`config.mk`:
```
export PLATFORM = sky130hd
export DESIGN_NAME = seq_divider
export DESIGN_NICKNAME = d
export VERILOG_FILES = /design/src/rtl/seq_divider_pkg.sv /design/src/rtl/seq_divider_bla.sv /design/src/rtl/seq_divider.sv
export SDC_FILE = /design/constraint.sdc
export NUM_CORES = 1
export LEC_CHECK = 0
export ABC_AREA = 1
export CORE_ASPECT_RATIO = 0.8
export CORE_MARGIN = 1.5
export CORE_UTILIZATION = 44
export CTS_CLUSTER_DIAMETER = 60
export CTS_CLUSTER_SIZE = 20
export DETAILED_ROUTE_END_ITERATION = 7
export PLACE_DENSITY_LB_ADDON = 0.05
export SETUP_SLACK_MARGIN = 0.02
export SYNTH_ARGS = -nofsm -noshare
export SYNTH_HDL_FRONTEND = slang
export SYNTH_SLANG_ARGS = --single-unit
```
`constraint.sdc`:
```
create_clock -name clk -period 2.9 [get_ports clk]
set_clock_uncertainty 0.05 [all_clocks]
set_input_delay 0.58 -clock clk [delete_from_list [all_inputs] [get_ports clk]]
set_output_delay 0.58 -clock clk [all_outputs]
set_load 0.005 [all_outputs]
```
`src/rtl/seq_divider_pkg.sv`:
```
// seq_divider_pkg: FSM state encodings shared by the divider files
package seq_divider_pkg;
  localparam logic [1:0] IDLE = 2'd0;
  localparam logic [1:0] CALC = 2'd1;
  localparam logic [1:0] FIX  = 2'd2;
  localparam logic [1:0] DONE = 2'd3;
endpackage

```
`src/rtl/seq_divider_bla.sv`:
```
// bla_block: 4-bit borrow look-ahead for a - b, borrows fully expanded per bit
module bla_block (
  input  logic [3:0] a,
  input  logic [3:0] b,
  input  logic       bi,
  output logic       b1,
  output logic       b2,
  output logic       b3,
  output logic       bo
);
  logic [3:0] g, p;
  assign g  = ~a & b;
  assign p  = ~a | b;
  assign b1 = g[0] | p[0] & bi;
  assign b2 = g[1] | p[1] & g[0] | p[1] & p[0] & bi;
  assign b3 = g[2] | p[2] & g[1] | p[2] & p[1] & g[0] | p[2] & p[1] & p[0] & bi;
  assign bo = g[3] | p[3] & g[2] | p[3] & p[2] & g[1] | p[3] & p[2] & p[1] & g[0]
            | p[3] & p[2] & p[1] & p[0] & bi;
endmodule

```
`src/rtl/seq_divider.sv`:
```
// seq_divider: multi-cycle restoring divider, one trial subtract per clock
module seq_divider #(
  parameter int WIDTH = 32
) (
  input  logic             clk,
  input  logic             reset_n,
  input  logic             start,
  input  logic             is_signed,
  input  logic [WIDTH-1:0] dividend,
  input  logic [WIDTH-1:0] divisor,
  output logic             busy,
  output logic             done,
  output logic [WIDTH-1:0] quotient,
  output logic [WIDTH-1:0] remainder,
  output logic             div_by_zero
);
  import seq_divider_pkg::*;
  localparam int CW = $clog2(WIDTH) + 1;
  logic [1:0]       state;
  logic [CW-1:0]    cnt;
  logic [WIDTH-1:0] r, q, dvs, diff, shifted, abs_a, abs_b;
  logic             sa, sb, borrow;
  assign busy    = state != IDLE;
  assign done    = state == DONE;
  assign shifted = {r[WIDTH-2:0], q[WIDTH-1]};
  assign abs_a   = (is_signed & dividend[WIDTH-1]) ? ~dividend + WIDTH'(1) : dividend;
  assign abs_b   = (is_signed & divisor[WIDTH-1]) ? ~divisor + WIDTH'(1) : divisor;
  for (genvar g = 0; g < WIDTH / 4; g++) begin : g_bla
    logic bi, b1, b2, b3, bo;
    if (g == 0) begin : g_first
      assign bi = 1'b0;
    end else begin : g_next
      assign bi = g_bla[g-1].bo;
    end
    bla_block u_bla (
      .a (shifted[4*g+3:4*g]),
      .b (dvs[4*g+3:4*g]),
      .bi(bi),
      .b1(b1),
      .b2(b2),
      .b3(b3),
      .bo(bo)
    );
    assign diff[4*g+3:4*g] = shifted[4*g+3:4*g] ^ dvs[4*g+3:4*g] ^ {b3, b2, b1, bi};
  end
  // the partial remainder is WIDTH+1 bits wide; its top bit is r's MSB against a zero divisor bit
  assign borrow = ~r[WIDTH-1] & g_bla[WIDTH/4-1].bo;
  always_ff @(posedge clk or negedge reset_n)
    if (!reset_n) begin
      state       <= IDLE;
      cnt         <= '0;
      r           <= '0;
      q           <= '0;
      dvs         <= '0;
      sa          <= 1'b0;
      sb          <= 1'b0;
      quotient    <= '0;
      remainder   <= '0;
      div_by_zero <= 1'b0;
    end else
      case (state)
        IDLE:
          if (start && divisor == '0) begin
            state       <= DONE;
            quotient    <= '1;
            remainder   <= dividend;
            div_by_zero <= 1'b1;
          end else if (start) begin
            state <= CALC;
            q     <= abs_a;
            dvs   <= abs_b;
            r     <= '0;
            cnt   <= '0;
            sa    <= is_signed & dividend[WIDTH-1];
            sb    <= is_signed & divisor[WIDTH-1];
          end
        CALC: begin
          r     <= borrow ? shifted : diff;
          q     <= {q[WIDTH-2:0], ~borrow};
          cnt   <= cnt + CW'(1);
          state <= cnt == CW'(WIDTH - 1) ? FIX : CALC;
        end
        FIX: begin
          quotient    <= (sa ^ sb) ? ~q + WIDTH'(1) : q;
          remainder   <= sa ? ~r + WIDTH'(1) : r;
          div_by_zero <= 1'b0;
          state       <= DONE;
        end
        default: state <= IDLE;
      endcase
endmodule

```
==> results.md, run 1 <==
* Die footprint at 0.02823 mm2
* Req. time, crit path at 3.18 ns
* Static Leak at 0.007247 uW
* Pin count of the biggest net entering global routing at 66
* Routed via count divided by cell count at roughly 5.3
* Max VDD drop at between 700 and 800 uV
* Most frequent cells after synthesis: 284 x nand2_1, 196 x inv_1, 171 x dfrtp_1, 168 x o21ai_0, 161 x nor2_1
* Total power density per cell area at 1123 mW/mm2
* Startpoint types: flop
* Logic gate share of total power at 0.581
* Sequential-to-total area share from yosys stat at 0.3573
* Cell count after synthesis at between 1500 and 2000
* FF-to-FF path depth at 15
* Fraction of power spent switching nets at 0.4408
* Final Instance Area at 0.01559 mm2
* Run status: finished clean
* Post-route DRC violation count at 0
* Netlist Area Pre-Place at 0.01198 mm2
* Via count of the first global-routing pass at 11280
* I/O Buffers at 134
* Synth-to-Final Area Change at 30.15%
* Antenna violations before repair at 0
* Arrival time of the worst setup path at around 3.0 ns
* RePlAce Congestion at approximately 0.90
* Fin crit period at between 2 and 3 ns
* Deepest clock path buffer count at 2
* Initial core utilization at 0.4516
* Vertical die dimension at about 150 um
* Top-level I/O count at 135
* Final global-route overflow total at 0
* Maximum capacitance violations at 0
* Synth async-reset ratio at 1.000
* Cell accounting for the most synthesized area: dfrtp_1
* Count of different cell masters after synthesis at 52
* Post-layout net count at 2001
* Number of hold-repair buffers added at the cts stage at 0
* Total wirelength of the detailed-routed design at ~36 mm
* Multi-input combinational cell area at 0.006833 mm2
* Worst-path clk slew at 0.07 ns
* Worst hold slack at 0.08384 ns
* Standard cell core area at 0.02653 mm2
* Period Utilization, post-route at 0.9387
* Diode count at 0
* Aggregate negative setup slack at 0 ns
* Clock net sink count at around 170
* Share of layout cells above drive strength 1 at 0.1407
* Relative slew slack at 0.4676
* RSZ-0062 raised after global routing: true
* Placed Area at between 0.01 and 0.015 mm2
* Seq pwr share at 0.266
* HPWL after detailed placement at 26.27 mm
* Main flop type after synthesis: dfrtp_1
* Root buffer cell: clkbuf_16
* Number of placement rows at 53
* Seq. cell area at ~0.0043 mm2
* Sw Pwr at 7714 uW
* Worst Max-Slew Pin Slew at 0.7978 ns
* Number of instances in the placed design at 2176
* Number of warnings issued by yosys at 0
* Number of CTS-inserted buffers at 17
* Type of the tightest min-delay check: in -> async
* Number of DRC markers in iteration 0 at 965
* Avg Inst Size Synth at around 7.4 um2
* TritonCTS clock tree: yes
* Internal at 9785 uW
* Seq cells post-synth at 171
* First drt pass iteration count at 5
* Die Span X at 187.5 um
* Maximum clock frequency at 0.3673 GHz
* Wire length of the first global-routing pass at 58.07 mm
* Synthesized Nets at roughly 1800
* EDFF count, synth at 0
* Critical Setup Path Class: reg -> reg
* Final-report setup violation count at 0
* Clock network latency to the later pin of the worst-skew pair at approximately 0.44 ns
* Number of non-filler instances in the completed layout at roughly 2200
* Routed len/inst at 16.18 um
* Clock Power Share at 0.154
* Number of pins with negative max-slew slack in the final report at 0
* Number of nets with antenna violations after routing at 0
* Most frequently used cell type in the post-synthesis netlist: nand2_1
* Max FO, Critical Path at 4
* Leading post-synthesis cells by cell area: dfrtp_1 36%, nand2_1 8.9%, ha_1 7.1%, o21ai_0 7.0%, inv_1 6.1%
* Maximum level of the CTS H-tree at 4
* Number of fillers in the final layout at 2494
* Via count at 11822
* Endpoint type of the worst setup path: flop
* Overall Global Routing Usage at 0.2549
* Fraction of post-synthesis cell area in the top cell type by area at 0.3573
* Hold Fails Final Rpt at 0
## cell families (layout without fill, tap and decap cells)
logic type               after synthesis  after routing  synth area share
adder cells (fa/ha/maj)               76             76           0.08440
buffers and inverters                271            511           0.09036
flip-flops                           171            171            0.3573
AO/OA/AOI/OAI                        380            380            0.1735
AND/OR/NAND/NOR                      668            668            0.2484
XOR/XNOR                              63             63           0.04607
## per-stage QoR
stage	worst slack, ns	power, uW	utilization
after floorplan	0.3634	10690	-
final	0.1777	17500	0.5877
after global routing	-0.06391	19120	0.5877
after global placement	-0.2590	13770	0.5469
after CTS	0.05854	16700	0.5725
after detailed placement	-0.3088	13950	0.5469
## critical path: stages (launching register included)
cell,delay [ns]
dfrtp_2,0.46
inv_2,0.10
ha_2,0.20
nand3_2,0.11
nor3_4,0.21
nand3_2,0.14
nor3_4,0.22
nand3_2,0.15
nor2_4,0.16
nand2_1,0.10
o21ai_2,0.17
o21ai_0,0.16
a21oi_1,0.16
o21ai_0,0.10
nand2_1,0.07
nand2_1,0.04
## metal layers
layer  global-route usage  up-vias  routed length, um
met3              0.03147       27               1902
met5                    0        -                  0
met4              0.04880        0                321
li1                     -     5844                  -
met2               0.4072      332              15820
met1               0.3730     5619              17970
## cell type report
| type | instances | share of cell area |
|---|---|---|
| Multi-Input combinational cell | 1187 | 0.4383 |
| Sequential cell | 171 | 0.2748 |
| Timing Repair Buffer | 277 | 0.1661 |
| Inverter | 203 | 0.04888 |
| Clock buffer | 21 | 0.02954 |
| Tap cell | 357 | 0.02865 |
| Clock inverter | 10 | 0.01373 |
## final timing paths
kind | slack (ns) | from | to
max | 0.18 | r[1] | remainder[28]
max reg2reg | 0.18 | r[1] | remainder[28]
min in group clk | 0.45 | quotient[10] | quotient[10]
max in group asynchronous | 1.91 | reset_n | quotient[31]
min | 0.08 | reset_n | r[3]
min reg2reg | 0.45 | quotient[10] | quotient[10]
## cells in the final DEF, fill, tap and decap left out, drive strengths merged, types with 2 or more instances in the layout
master           n
nand3b          10
or2              4
a31oi           18
clkinv           5
o211ai          10
xnor2           17
nor3b            2
o221a            3
a211oi           4
inv            201
o221ai           2
o31ai            4
o21bai           3
nand3          128
nand4            7
o21ai          207
xor2            46
a21oi           97
nand2          301
o41ai            2
fa               8
o22ai           21
nor4            12
a22oi            3
nor3            40
buf            141
ha              68
clkbuf          24
nor2           164
dfrtp          171
bufinv           6
a221oi           2
clkdlybuf4s50  133
## state kept, by name, summed over array words and instances, names as in the netlist
signal / cells
sb: 1
sa: 1
cnt: 6
state: 2
dvs: 32
div_by_zero: 1
r: 32
q: 32
remainder: 32
quotient: 32
## power groups by stage
stage | registers (uW) | clock network, uW | logic, uW
4_1_cts | 4620 | 2710 | 9370
3_5_place_dp | 4640 | 0 | 9300
2_1_floorplan | 4350 | 0 | 6340
5_1_grt | 4810 | 2800 | 11500
3_3_place_gp | 4650 | 0 | 9120
6_report | 4650 | 2690 | 10200
## what timing repair did
| action | CTS | global route |
|---|---|---|
| cloned | 0 | 4 |
| buffers inserted | 0 | 15 |
| endpoints found under the setup margin | 3 | 60 |
| pin swaps | 0 | 12 |
| resized for setup | 2 | 54 |
(Power assumes the default switching activity.)
==> run 2: changes to the inputs <==
--- a/config.mk
+++ b/config.mk
@@ -9,7 +9,6 @@
 export CORE_ASPECT_RATIO = 0.8
 export CORE_MARGIN = 1.5
 export CORE_UTILIZATION = 44
-export CTS_CLUSTER_DIAMETER = 60
 export CTS_CLUSTER_SIZE = 20
 export DETAILED_ROUTE_END_ITERATION = 7
 export PLACE_DENSITY_LB_ADDON = 0.05
==> results of run 2 <==
Same layout as run 1: the final DEF is identical, and so are final timing and power.
